--- src/rtl/slice_stream_if.sv ---
// Stream and config bundle for slice_stream: packed lanes with valid/ready,
// frame sync, and the run-time offset/mode programming strobe.
interface slice_stream_if #(
  parameter int INPUT_DATA_WIDTH  = 16,
  parameter int OUTPUT_DATA_WIDTH = 8,
  parameter int NUM_CHANNELS      = 4,
  parameter int OFFSET_BITS       = 4
) ();
  logic [OFFSET_BITS-1:0]                    cfg_offset;
  logic                                      cfg_rel_to_msb;
  logic                                      cfg_load;
  logic                                      cfg_pending;
  logic                                      offset_err;
  logic                                      in_valid;
  logic                                      in_ready;
  logic                                      in_sync;
  logic [NUM_CHANNELS*INPUT_DATA_WIDTH-1:0]  data_in;
  logic                                      out_valid;
  logic                                      out_ready;
  logic                                      out_sync;
  logic [NUM_CHANNELS*OUTPUT_DATA_WIDTH-1:0] data_out;

  modport master (
    output cfg_offset, cfg_rel_to_msb, cfg_load, in_valid, in_sync, data_in, out_ready,
    input  cfg_pending, offset_err, in_ready, out_valid, out_sync, data_out
  );

  modport slave (
    input  cfg_offset, cfg_rel_to_msb, cfg_load, in_valid, in_sync, data_in, out_ready,
    output cfg_pending, offset_err, in_ready, out_valid, out_sync, data_out
  );
endinterface

--- src/rtl/slice_stream.sv ---
// Multi-lane run-time programmable bit-field extractor with a one-entry skid
// buffer; offset/mode changes take effect only on an accepted sync beat.
module slice_stream #(
  parameter int INPUT_DATA_WIDTH   = 16,
  parameter int OUTPUT_DATA_WIDTH  = 8,
  parameter int NUM_CHANNELS       = 4,
  parameter int OFFSET_BITS        = 4,
  parameter int DEFAULT_OFFSET     = 0,
  parameter int DEFAULT_REL_TO_MSB = 1
) (
  input logic         clk,
  input logic         rst_n,
  slice_stream_if.slave bus
);
  localparam int IW      = INPUT_DATA_WIDTH;
  localparam int OW      = OUTPUT_DATA_WIDTH;
  localparam int MAX_OFF = IW - OW;
  localparam int SHW     = $clog2(IW + 1);
  localparam int DW      = NUM_CHANNELS * OW;

  logic [SHW-1:0]         active_off_q, active_off_d;
  logic                   active_msb_q, active_msb_d;
  logic [OFFSET_BITS-1:0] pend_off_q, pend_off_d;
  logic                   pend_msb_q, pend_msb_d;
  logic                   pend_q, pend_d;
  logic                   err_q, err_d;

  logic                   in_ready_q, in_ready_d;
  logic                   out_valid_q, out_valid_d;
  logic                   out_sync_q, out_sync_d;
  logic [DW-1:0]          out_data_q, out_data_d;
  logic                   skid_valid_q, skid_valid_d;
  logic                   skid_sync_q, skid_sync_d;
  logic [DW-1:0]          skid_data_q, skid_data_d;

  logic                   accept;
  logic                   apply;
  logic                   pend_illegal;
  logic [SHW-1:0]         pend_off_clamped;
  logic [SHW-1:0]         beat_off;
  logic                   beat_msb;
  logic [SHW-1:0]         shamt;
  logic [DW-1:0]          sliced;

  assign accept = bus.in_valid & in_ready_q;
  assign apply  = accept & bus.in_sync & pend_q;

  assign pend_illegal     = int'(pend_off_q) > MAX_OFF;
  assign pend_off_clamped = pend_illegal ? SHW'(MAX_OFF) : SHW'(pend_off_q);

  // The beat that activates a pending config is itself sliced with it.
  assign beat_off = apply ? pend_off_clamped : active_off_q;
  assign beat_msb = apply ? pend_msb_q : active_msb_q;
  assign shamt    = beat_msb ? (SHW'(MAX_OFF) - beat_off) : beat_off;

  generate
    for (genvar gi = 0; gi < NUM_CHANNELS; gi++) begin : g_lane
      assign sliced[gi*OW +: OW] = OW'(bus.data_in[gi*IW +: IW] >> shamt);
    end
  endgenerate

  always_comb begin
    active_off_d = active_off_q;
    active_msb_d = active_msb_q;
    err_d        = err_q;
    pend_off_d   = pend_off_q;
    pend_msb_d   = pend_msb_q;
    pend_d       = pend_q & ~apply;

    if (apply) begin
      active_off_d = pend_off_clamped;
      active_msb_d = pend_msb_q;
      err_d        = pend_illegal;
    end
    // A load coinciding with the applying beat stays pending for the next frame.
    if (bus.cfg_load) begin
      pend_off_d = bus.cfg_offset;
      pend_msb_d = bus.cfg_rel_to_msb;
      pend_d     = 1'b1;
    end
  end

  always_comb begin
    out_valid_d  = out_valid_q;
    out_sync_d   = out_sync_q;
    out_data_d   = out_data_q;
    skid_valid_d = skid_valid_q;
    skid_sync_d  = skid_sync_q;
    skid_data_d  = skid_data_q;

    if (!out_valid_q || bus.out_ready) begin
      if (skid_valid_q) begin
        out_valid_d  = 1'b1;
        out_sync_d   = skid_sync_q;
        out_data_d   = skid_data_q;
        skid_valid_d = 1'b0;
      end else if (accept) begin
        out_valid_d = 1'b1;
        out_sync_d  = bus.in_sync;
        out_data_d  = sliced;
      end else begin
        out_valid_d = 1'b0;
      end
    end else if (accept) begin
      skid_valid_d = 1'b1;
      skid_sync_d  = bus.in_sync;
      skid_data_d  = sliced;
    end

    // in_ready is registered, so it must already be low in the cycle after the skid fills.
    in_ready_d = ~skid_valid_d;
  end

  always_ff @(posedge clk or negedge rst_n) begin
    if (!rst_n) begin
      active_off_q <= SHW'(DEFAULT_OFFSET);
      active_msb_q <= (DEFAULT_REL_TO_MSB != 0);
      pend_off_q   <= '0;
      pend_msb_q   <= 1'b0;
      pend_q       <= 1'b0;
      err_q        <= 1'b0;
      in_ready_q   <= 1'b0;
      out_valid_q  <= 1'b0;
      out_sync_q   <= 1'b0;
      out_data_q   <= '0;
      skid_valid_q <= 1'b0;
      skid_sync_q  <= 1'b0;
      skid_data_q  <= '0;
    end else begin
      active_off_q <= active_off_d;
      active_msb_q <= active_msb_d;
      pend_off_q   <= pend_off_d;
      pend_msb_q   <= pend_msb_d;
      pend_q       <= pend_d;
      err_q        <= err_d;
      in_ready_q   <= in_ready_d;
      out_valid_q  <= out_valid_d;
      out_sync_q   <= out_sync_d;
      out_data_q   <= out_data_d;
      skid_valid_q <= skid_valid_d;
      skid_sync_q  <= skid_sync_d;
      skid_data_q  <= skid_data_d;
    end
  end

  assign bus.cfg_pending = pend_q;
  assign bus.offset_err  = err_q;
  assign bus.in_ready    = in_ready_q;
  assign bus.out_valid   = out_valid_q;
  assign bus.out_sync    = out_sync_q;
  assign bus.data_out    = out_data_q;

endmodule

--- src/flat_wrapper.sv ---
// flat-port wrapper written by rule: the top's interface ports become plain ports
module slice_stream_flat 
#(
  parameter int INPUT_DATA_WIDTH   = 16,
  parameter int OUTPUT_DATA_WIDTH  = 8,
  parameter int NUM_CHANNELS       = 4,
  parameter int OFFSET_BITS        = 4,
  parameter int DEFAULT_OFFSET     = 0,
  parameter int DEFAULT_REL_TO_MSB = 1
)
  (clk, rst_n, bus_cfg_offset, bus_cfg_rel_to_msb, bus_cfg_load, bus_in_valid, bus_in_sync, bus_data_in, bus_out_ready, bus_cfg_pending, bus_offset_err, bus_in_ready, bus_out_valid, bus_out_sync, bus_data_out);
  slice_stream_if #(.INPUT_DATA_WIDTH(INPUT_DATA_WIDTH), .OUTPUT_DATA_WIDTH(OUTPUT_DATA_WIDTH), .NUM_CHANNELS(NUM_CHANNELS), .OFFSET_BITS(OFFSET_BITS)) bus_i ();
  input logic clk;
  input logic rst_n;
  input wire logic [$bits(bus_i.cfg_offset)-1:0] bus_cfg_offset;
  input wire logic [$bits(bus_i.cfg_rel_to_msb)-1:0] bus_cfg_rel_to_msb;
  input wire logic [$bits(bus_i.cfg_load)-1:0] bus_cfg_load;
  input wire logic [$bits(bus_i.in_valid)-1:0] bus_in_valid;
  input wire logic [$bits(bus_i.in_sync)-1:0] bus_in_sync;
  input wire logic [$bits(bus_i.data_in)-1:0] bus_data_in;
  input wire logic [$bits(bus_i.out_ready)-1:0] bus_out_ready;
  output wire logic [$bits(bus_i.cfg_pending)-1:0] bus_cfg_pending;
  output wire logic [$bits(bus_i.offset_err)-1:0] bus_offset_err;
  output wire logic [$bits(bus_i.in_ready)-1:0] bus_in_ready;
  output wire logic [$bits(bus_i.out_valid)-1:0] bus_out_valid;
  output wire logic [$bits(bus_i.out_sync)-1:0] bus_out_sync;
  output wire logic [$bits(bus_i.data_out)-1:0] bus_data_out;
  assign bus_i.cfg_offset = bus_cfg_offset;
  assign bus_i.cfg_rel_to_msb = bus_cfg_rel_to_msb;
  assign bus_i.cfg_load = bus_cfg_load;
  assign bus_i.in_valid = bus_in_valid;
  assign bus_i.in_sync = bus_in_sync;
  assign bus_i.data_in = bus_data_in;
  assign bus_i.out_ready = bus_out_ready;
  assign bus_cfg_pending = bus_i.cfg_pending;
  assign bus_offset_err = bus_i.offset_err;
  assign bus_in_ready = bus_i.in_ready;
  assign bus_out_valid = bus_i.out_valid;
  assign bus_out_sync = bus_i.out_sync;
  assign bus_data_out = bus_i.data_out;
  slice_stream #(.INPUT_DATA_WIDTH(INPUT_DATA_WIDTH), .OUTPUT_DATA_WIDTH(OUTPUT_DATA_WIDTH), .NUM_CHANNELS(NUM_CHANNELS), .OFFSET_BITS(OFFSET_BITS), .DEFAULT_OFFSET(DEFAULT_OFFSET), .DEFAULT_REL_TO_MSB(DEFAULT_REL_TO_MSB)) u_core (.clk(clk), .rst_n(rst_n), .bus(bus_i));
endmodule
--- config.mk ---
export PLATFORM = sky130hd
export DESIGN_NAME = slice_stream_flat
export DESIGN_NICKNAME = d
export VERILOG_FILES = /design/src/rtl/slice_stream_if.sv /design/src/rtl/slice_stream.sv /design/src/flat_wrapper.sv
export SDC_FILE = /design/constraint.sdc
export NUM_CORES = 1
export LEC_CHECK = 0
export ABC_AREA = 1
export CORE_MARGIN = 2
export CORE_UTILIZATION = 59
export DETAILED_ROUTE_END_ITERATION = 10
export GPL_TIMING_DRIVEN = 0
export PLACE_DENSITY = 0.85
export SLEW_MARGIN = 0
export SYNTH_ARGS = -nofsm -noshare
export SYNTH_HDL_FRONTEND = slang
export SYNTH_SLANG_ARGS = --single-unit
--- constraint.sdc ---
create_clock -name clk -period 3.85 [get_ports clk]
set_clock_uncertainty 0.2 [all_clocks]
set_input_delay 0.9625 -clock clk [delete_from_list [all_inputs] [get_ports clk]]
set_output_delay 0.9625 -clock clk [all_outputs]
set_load 0.005 [all_outputs]
==> results of run 1 <==
==> synthesized netlist by cell type <==
cell type  instances
nand4_4            1
nor2_1            81
nand3_4            1
nand4_1            1
nand2_2            8
o21ai_0           13
o31ai_1            1
nor2_2             1
xor2_1             1
nand4_2            1
clkbuf_1          27
dfstp_2            1
buf_6              4
nor3_1             4
mux2_2             2
buf_2             25
inv_1             67
dfrtp_1           81
nor2_8             1
nand2_1          578
o21bai_1           1
buf_4             12
inv_2              5
buf_1              5
o21ai_1           43
nand3_1          155
==> area by class of cell <==
cell class	count	area [sq um]
multi-input cells	893	3730
fillers	929	2770
flip-flops and latches	82	2053
repair buffers	111	1126
plain buffers	73	380.4
inverters	72	270.3
well taps	140	175.2
clock buffers	10	127.6
clock inverters	6	112.6
==> metal layers <==
metal / GRT usage / vias to the layer above / part of all wire
met3: 0.06932 / 52 / 0.092
met2: 0.5902 / 462 / 0.46
met4: 0.1300 / 0 / 0.024
met1: 0.4856 / 3353 / 0.42
li1: - / 3720 / -
met5: 0 / - / 0
==> registers in the layout, indices dropped and copies added (netlist names) <==
signal / flops
u_core.bus.in_ready: 1
u_core.bus.out_valid: 1
u_core.pend_msb_q: 1
u_core.skid_sync_q: 1
u_core.skid_data_q: 32
u_core.bus.cfg_pending: 1
u_core.bus.offset_err: 1
u_core.bus.data_out: 32
u_core.pend_off_q: 4
u_core.active_msb_q: 1
u_core.skid_valid_q: 1
u_core.bus.out_sync: 1
u_core.active_off_q: 5
==> critical path, stage by stage <==
cell,delay (ns)
clkdlybuf4s50_1,0.57
inv_2,0.10
nor2_8,0.17
nand3_1,0.09
nand2_1,0.18
clkbuf_1,0.52
o21ai_0,0.25
nand2_1,0.14
nand2_1,0.06
o21ai_1,0.17
nand3_1,0.15
nand2_1,0.09
nand2_1,0.07
nand2_1,0.06
==> how the worst min path moves through the flow <==
stage	from	end	slack, ns	depth (start not counted)
floorplan	u_core.active_off_q[4]	u_core.active_off_q[4]	0.25	2
global placement	u_core.bus.data_out[15]	u_core.bus.data_out[15]	0.26	2
detailed placement	u_core.bus.data_out[10]	u_core.bus.data_out[10]	0.26	2
CTS	rst_n	u_core.pend_off_q[0]	0.22	1
global route	rst_n	u_core.active_off_q[1]	0.22	1
finish	rst_n	u_core.pend_off_q[0]	0.21	1
==> power by group through the flow <==
stage / clock (mW) / combinational, mW / sequential, mW
finish: 0.771 / 2.84 / 1.42
global route: 0.806 / 3.17 / 1.46
CTS: 0.767 / 2.79 / 1.42
detailed placement: 0 / 2.77 / 1.42
global placement: 0 / 2.71 / 1.40
floorplan: 0 / 1.74 / 1.41
==> stage by stage <==
step                      setup TNS (ns)  power, mW  setup WS, ns  cells
after global routing                   0      5.428        0.1189   1387
final                                  0      5.035        0.3763   1387
after detailed placement               0      4.190       0.04401   1371
after floorplan                        0      3.155         1.165   1120
after CTS                              0      4.971        0.4529   1387
after global placement            -97.58      4.113        -1.210   1370
==> cell families after synthesis <==
family | share of synthesized area
flip-flops | 0.3191
AND/OR/NAND/NOR | 0.5290
multiplexers | 0.003500
buffers and inverters | 0.1011
XOR/XNOR | 0.001362
AO/OA/AOI/OAI | 0.04590
==> results.toml, run 1 <==
[status]
status = "complete, no violations"

[clock_network]
clk_latency_ns = 0.38
cts.sinks = 82
postCtsSetupBuffers = 0
root_buffer = "clkbuf_8"
hold_buffers = 0
cts_buffers = 9
cts_max_path_buffers = 2
clk_pin_slew_worst_paths_ns = 0.08
cts_max_level = 3
cts_resized = 0
cts_tree = "yes"

[drt]
vias = 7587
wirelength_mm = 20.57
first_iter_violations = 808
drcViolationCount = 0
firstDrtPassIters = 6
via_per_inst = 5.470
ant_nets = 0
wl_per_cell_um = 14.83

[final_layout]
stdcell_area_sq_um = 7975
layout_common_cells = "nand2_1 (578), nand3_1 (155), clkdlybuf4s50_1 (109), nor2_1 (81), dfrtp_1 (81)"
diodes = 0
area_growth_pct = 23.96
layout_commonest_cell = "nand2_1"
drive_above_1_share = 0.06335
final_nets = 1317
post-route-util = 0.7422

[timing]
finalCritPeriodShare = 0.9023
final_hold_viol_count = 0
setup_violations = 0
fin_crit_ns = 3.474
slew_violations = 0
rsz0062_at_grt = "no"
worst_pin_slew_ns = 0.6270
fin_hold_ws_ns = 0.2123
timing.max_slew.rel_slack = 0.5820
fmax_ghz = 0.2879

[die]
die_area_sq_um = 11760
io_pins = 112
rows = 38
fp.dieH_um = 108.4
core-area_sq_um = 10750
die_w_um = 108.4
start_util = 0.5987

[worst_setup_path]
critPathCapture = "u_core.bus.data_out[28]"
cp-end-kind = "register"
regToRegStartpoint = "u_core.bus.in_ready"
crit_path_max_fanout = 10
required_ns = 3.97
ff2ff_setup_slack_ns = 1.09
worstSetupPathType = "in -> reg"
reg2reg_depth = 13
cp_data_arrival_time_ns = 3.59
worstReg2RegEnd = "u_core.bus.data_out[28]"
cp-start-kind = "input pin"
crit_start = "bus_in_sync"

[global_route]
grt_pass1_vias = 6822
gr-usage-all-layers = 0.3641
antenna_found_initial = 0
grt_max_degree = 74
gr-total-overflow = 0
grt_pass1_wl_mm = 33.53

[power_and_ir_drop]
p_leak_nw = 4.464
sw_frac_of_total = 0.4489
seqPwrFrac = 0.282
p_comb_frac = 0.565
p_int_mw = 2.775
ir_worst_vdd_v = 0.0003363
power_switching_mw = 2.260
clkPwrFrac = 0.153
power_density_nw_per_um2 = 631.3

[synth]
yosys_warnings = 0
yosys.area.top_type = "nand2_1"
postSynthCellCount = 1120
synthesis.nets = 1195
syn-cell-area_sq_um = 6434
yosys.area.top_type_share = 0.3372
ys_types = 26
yosysSeqAreaShare = 0.3191
syn_area_per_cell_sq_um = 5.744
synth_area_leaders = "nand2_1 (34%), dfrtp_1 (32%), nand3_1 (12%)"
ys_ff_latch = 82

[min_path]
hp-class = "in -> async"

[placed_design]
portBuffers = 110
placed_area_sq_um = 7735
hpwl_mm = 15.95
place_congestion = 0.9703

[job]
max_cap_violations = 0
No activity file was read; power rests on OpenSTA's default activity.
==> run 2, diff against run 1 <==
Settings changed: HOLD_SLACK_MARGIN set to 0.08, SLEW_MARGIN 0 to 10.
Clock period 3.85 ns to 4.31 ns, I/O delays scaled along.
==> run 2 against run 1 <==
- largest cell class unchanged
- critical endpoint is now u_core.bus.data_out[1]
- die area unchanged
- combinational power down 9.9%
- power is 10% lower
==> results.toml, run 2 (synthesis gave the netlist of run 1 again) <==
[clock_network]
cts_max_level = 3
cts_max_path_buffers = 2
postCtsSetupBuffers = 0
clk_pin_slew_worst_paths_ns = 0.08
cts.sinks = 82
hold_buffers = 0
cts_tree = "yes"
cts_buffers = 9
root_buffer = "clkbuf_8"
clk_latency_ns = 0.37
cts_resized = 0

[power_and_ir_drop]
total_power_mw = 4.515
power_density_nw_per_um2 = 566.2
p_leak_nw = 4.459
ir_worst_vdd_v = 0.0003332

[timing]
timing.max_slew.rel_slack = 0.5800
fin_crit_ns = 3.623
fin_hold_ws_ns = 0.2821
fmax_ghz = 0.2760
worst_pin_slew_ns = 0.6300
rsz0062_at_grt = "no"
setup_violations = 0
slew_violations = 0
finalCritPeriodShare = 0.8405
final_hold_viol_count = 0

[worst_setup_path]
cp-start-kind = "input pin"
required_ns = 4.37
reg2reg_depth = 16
cp_data_arrival_time_ns = 3.68
worstSetupPathType = "in -> reg"
cp-end-kind = "register"
crit_path_max_fanout = 10

[drt]
drcViolationCount = 0
vias = 7579
wl_per_cell_um = 15.07
ant_nets = 0
first_iter_violations = 872
via_per_inst = 5.468
firstDrtPassIters = 5
wirelength_mm = 20.89

[global_route]
grt_pass1_wl_mm = 33.60
grt_max_degree = 61
antenna_found_initial = 0
gr-total-overflow = 0
grt_pass1_vias = 6694
gr-usage-all-layers = 0.3682

[die]
start_util = 0.5987
io_pins = 112
die_area_sq_um = 11760
fp.dieH_um = 108.4
core-area_sq_um = 10750
rows = 38
die_w_um = 108.4

[placed_design]
place_congestion = 0.9703
hpwl_mm = 15.96
dp.cells = 1371
portBuffers = 110
placed_area_sq_um = 7735

[final_layout]
diodes = 0
area_growth_pct = 23.94
multi_input_area_sq_um = 3730
post-route-util = 0.7421
fin_cells = 1386
stdcell_area_sq_um = 7974
seq_area_sq_um = 2053
drive_above_1_share = 0.06340
layout_commonest_cell = "nand2_1"
layout_common_cells = "nand2_1 (578), nand3_1 (155), clkdlybuf4s50_1 (109), nor2_1 (81), dfrtp_1 (81)"
n_fill_cell = 954
final_nets = 1317

[min_path]
hp-class = "reg -> reg"
hold_path_depth = 2

[job]
max_cap_violations = 0

[status]
status = "complete, no violations"
run 2: changes by cell type in the layout (fill, tap and decap cells not counted), sizes merged:
cell	previous run	this run
clkinvlp	0	1
clkbuf	37	36
inv	74	73
run 2: worst max-delay path, stage by stage:
cell	delay [ns]
clkdlybuf4s50_1	0.58
inv_2	0.10
nor2_8	0.17
nand3_1	0.09
nand2_1	0.18
clkbuf_1	0.52
nand2_1	0.10
nand2_1	0.10
nand2_1	0.06
nand2_1	0.06
nand2_1	0.05
nand2_1	0.08
nand2_1	0.09
nand3_1	0.13
nand2_1	0.08
nand2_1	0.14
nand2_1	0.07
run 2: worst paths after layout:
path	slack (ns)	startpoint	to
setup reg to reg	1.53	u_core.bus.in_ready	u_core.bus.data_out[1]
min in group asynchronous	0.40	rst_n	u_core.pend_off_q[3]
max in group asynchronous	2.91	rst_n	u_core.skid_data_q[5]
setup / recovery	0.69	bus_in_sync	u_core.bus.data_out[1]
hold / removal	0.28	u_core.bus.data_out[10]	u_core.bus.data_out[10]
hold reg to reg	0.28	u_core.bus.data_out[10]	u_core.bus.data_out[10]
run 2: area by class of cell:
cell class / instances / area share
Buffer: 73 / 0.04770
Clock inverter: 6 / 0.01444
Sequential cell: 82 / 0.2575
Timing Repair Buffer: 111 / 0.1412
Clock buffer: 9 / 0.01553
Inverter: 72 / 0.03389
Multi-Input combinational cell: 893 / 0.4678
Tap cell: 140 / 0.02197
run 2: stage by stage:
| stage | worst slack [ns] | TNS, ns |
|---|---|---|
| after floorplan | 1.510 | 0 |
| after global placement | -0.8645 | -69.38 |
| after detailed placement | 0.3895 | 0 |
| after CTS | 0.7966 | 0 |
| after global routing | 0.4836 | 0 |
| final | 0.6873 | 0 |
run 2: metal layers:
metal	up-vias	wire, um	track usage
li1	3713	-	-
met1	3326	8764	0.4937
met2	484	9719	0.6031
met3	56	1916	0.05425
met4	0	491	0.1355
met5	-	0	0
run 2: where the power goes:
part | switching, mW | internal [mW]
Combinational | 1.56 | 1.00
Sequential | 0.185 | 1.09
Clock | 0.298 | 0.384
==> edit, RTL diff (flow settings as in run 2) <==
`OUTPUT_DATA_WIDTH` is set to 8 in 3 places; all go to 12.
--- a/src/rtl/slice_stream_if.sv
+++ b/src/rtl/slice_stream_if.sv
@@ -2,7 +2,7 @@
 // frame sync, and the run-time offset/mode programming strobe.
 interface slice_stream_if #(
   parameter int INPUT_DATA_WIDTH  = 16,
-  parameter int OUTPUT_DATA_WIDTH = 8,
+  parameter int OUTPUT_DATA_WIDTH = 12,
   parameter int NUM_CHANNELS      = 4,
   parameter int OFFSET_BITS       = 4
 ) ();
--- a/src/rtl/slice_stream.sv
+++ b/src/rtl/slice_stream.sv
@@ -2,7 +2,7 @@
 // buffer; offset/mode changes take effect only on an accepted sync beat.
 module slice_stream #(
   parameter int INPUT_DATA_WIDTH   = 16,
-  parameter int OUTPUT_DATA_WIDTH  = 8,
+  parameter int OUTPUT_DATA_WIDTH  = 12,
   parameter int NUM_CHANNELS       = 4,
   parameter int OFFSET_BITS        = 4,
   parameter int DEFAULT_OFFSET     = 0,
--- a/src/flat_wrapper.sv
+++ b/src/flat_wrapper.sv
@@ -2,7 +2,7 @@
 module slice_stream_flat 
 #(
   parameter int INPUT_DATA_WIDTH   = 16,
-  parameter int OUTPUT_DATA_WIDTH  = 8,
+  parameter int OUTPUT_DATA_WIDTH  = 12,
   parameter int NUM_CHANNELS       = 4,
   parameter int OFFSET_BITS        = 4,
   parameter int DEFAULT_OFFSET     = 0,
Ports: changed (resized bus_data_out); port bits go from 112 to 128. The function was not compared with the original's and may differ.
==> edit against run 2 <==
Non-clock buffer count grew 26. Via count increased by 32%. Global-route usage is 5.3 points higher. Wire length rose by 45%. Count of clock-buffer cells in the layout increased by 8. Cell area increased by 30%. Area after synthesis rose by 29%. Maximum frequency is 11% lower. Sequential cell count up 32. Worst setup slack lost 0.43 ns. Sequential power up 40%. Total power grew 40%.
==> edit: results (changes against run 2) <==
[layout]
nonClkBufAreaFrac_pct=16.30  ; -2.6 points
n_all_inverters=113  ; +57%
fillers=1134  ; +19%
signal_buffers=210  ; +14%
multi_input_area_um2=4613  ; +24%
clk_share_pct=5.192  ; +2.2 points
diodes=0  ; unchanged
drive_gt1_share_pct=6.598  ; +0.26 points
seq_share_pct=27.60  ; +1.9 points
layout.nets=1623  ; +23%

[power_and_ir_drop]
irDropWorstVdd_uv=305.0  ; -8.5%
clkPwrFrac_pct=20.4  ; +5.3 points
comb_power_share_pct=51.6  ; -5.1 points
switchingPower_mw=2.850  ; +40%
p_leak_nw=5.666  ; +27%

[global_routing]
grt_pass1_wl_um=48190  ; +43%
grt_max_degree=81  ; +33%
grt_pass1_vias=9392  ; +40%
grt_usage_pct=42.10  ; +5.3 points

[critical_path]
rr_startpoint=u_core.bus.cfg_pending
critPathArrivalTime_ns=4.20  ; +0.52 ns
critical-path-max-stage-delay_ns=0.55  ; -0.03 ns
cp_slowest_cell=clkdlybuf4s50_1

[clocking]
cts_inserted_buffers=17  ; +8
cts_resized=0  ; unchanged
cts_root_buf=clkbuf_16
htreeDepth=4  ; +1
clk_pin_slew_ns=0.06  ; -0.02 ns
clkSinkCount=114  ; +39%
clock_latency_ns=0.42  ; +0.05 ns

[synth]
avgSynthCellArea_um2=5.911  ; +2.9%
yosysUniqueCellTypes=29  ; +12%
synth_common_cells=nand2_1, nand3_1, dfrtp_1, inv_1, nor2_1
synthesis.nets=1477  ; +24%
ys_seq_area_share_pct=34.44  ; +2.5 points
ys_top_cells_by_area=dfrtp_1, nand2_1, nand3_1
ys.flop_type=dfrtp_1

[place]
io_buffer_count=126  ; +15%
gp_congestion=1.076  ; +11%
hpwl_um=22640  ; +42%
placed_cells_incl_taps=1709  ; +25%

[route]
vias_per_cell=5.754  ; +5.2%
vias=10018  ; +32%
dr.pass1.iters=8  ; +3
first_iter_violations=1304  ; +50%
wl_per_cell_um=17.41  ; +15%

[outcome]
run_status=completed

[timing]
worstMarginPinSlew_ns=0.9462  ; +0.3162 ns

[min_path]
hp-start=u_core.skid_data_q[22]

-- edit: metrics by stage --
step	worst slack, ns	util [%]	hold WS (ns)	TNS (ns)	area, µm²
6_report	0.2543	75.06	0.2792	0	10340
3_3_place_gp	-2.202	70.96	0.2565	-249.03	9773
3_5_place_dp	0.1026	71.17	0.2607	0	9802
5_1_grt	0.1148	75.06	0.3071	0	10340
4_1_cts	0.4313	75.06	0.2811	0	10340
2_1_floorplan	1.403	-	0.2438	0	8287
-- edit: metal layers --
layer / GRT usage (%) / up-vias / routed length [µm]
met5: 0 / - / 0
met2: 66.04 / 710 / 13620
met4: 22.99 / 0 / 1804
met3: 9.805 / 144 / 3230
li1: - / 4647 / -
met1: 53.84 / 4517 / 11660
-- edit: kinds of logic (layout without fill, tap and decap cells) --
| kind of cell | count (synthesis) | after routing | share of synthesized area [%] |
|---|---|---|---|
| compound gates | 125 | 125 | 7.610 |
| buf+inv | 196 | 355 | 9.890 |
| flops | 114 | 114 | 34.44 |
| mux | 2 | 2 | 0.2718 |
| simple gates | 965 | 965 | 47.79 |
-- edit: path summary, 6_finish.rpt --
kind                                      endpoint  cells after the start  slack (ns)
max reg2reg                 u_core.skid_data_q[25]                     14        1.04
min reg2reg                 u_core.skid_data_q[22]                      2        0.28
max                         u_core.skid_data_q[25]                     15        0.25
max in group asynchronous  u_core.bus.data_out[17]                      2        2.86
min                         u_core.skid_data_q[22]                      2        0.28
min in group asynchronous   u_core.skid_data_q[23]                      1        0.35
-- edit: worst max-delay path: cells and delay by family --
kind	cells	cell delay, ns
AND/OR/NAND/NOR	11	1.64
buffers and inverters	3	1.35
AO/OA/AOI/OAI	1	0.11
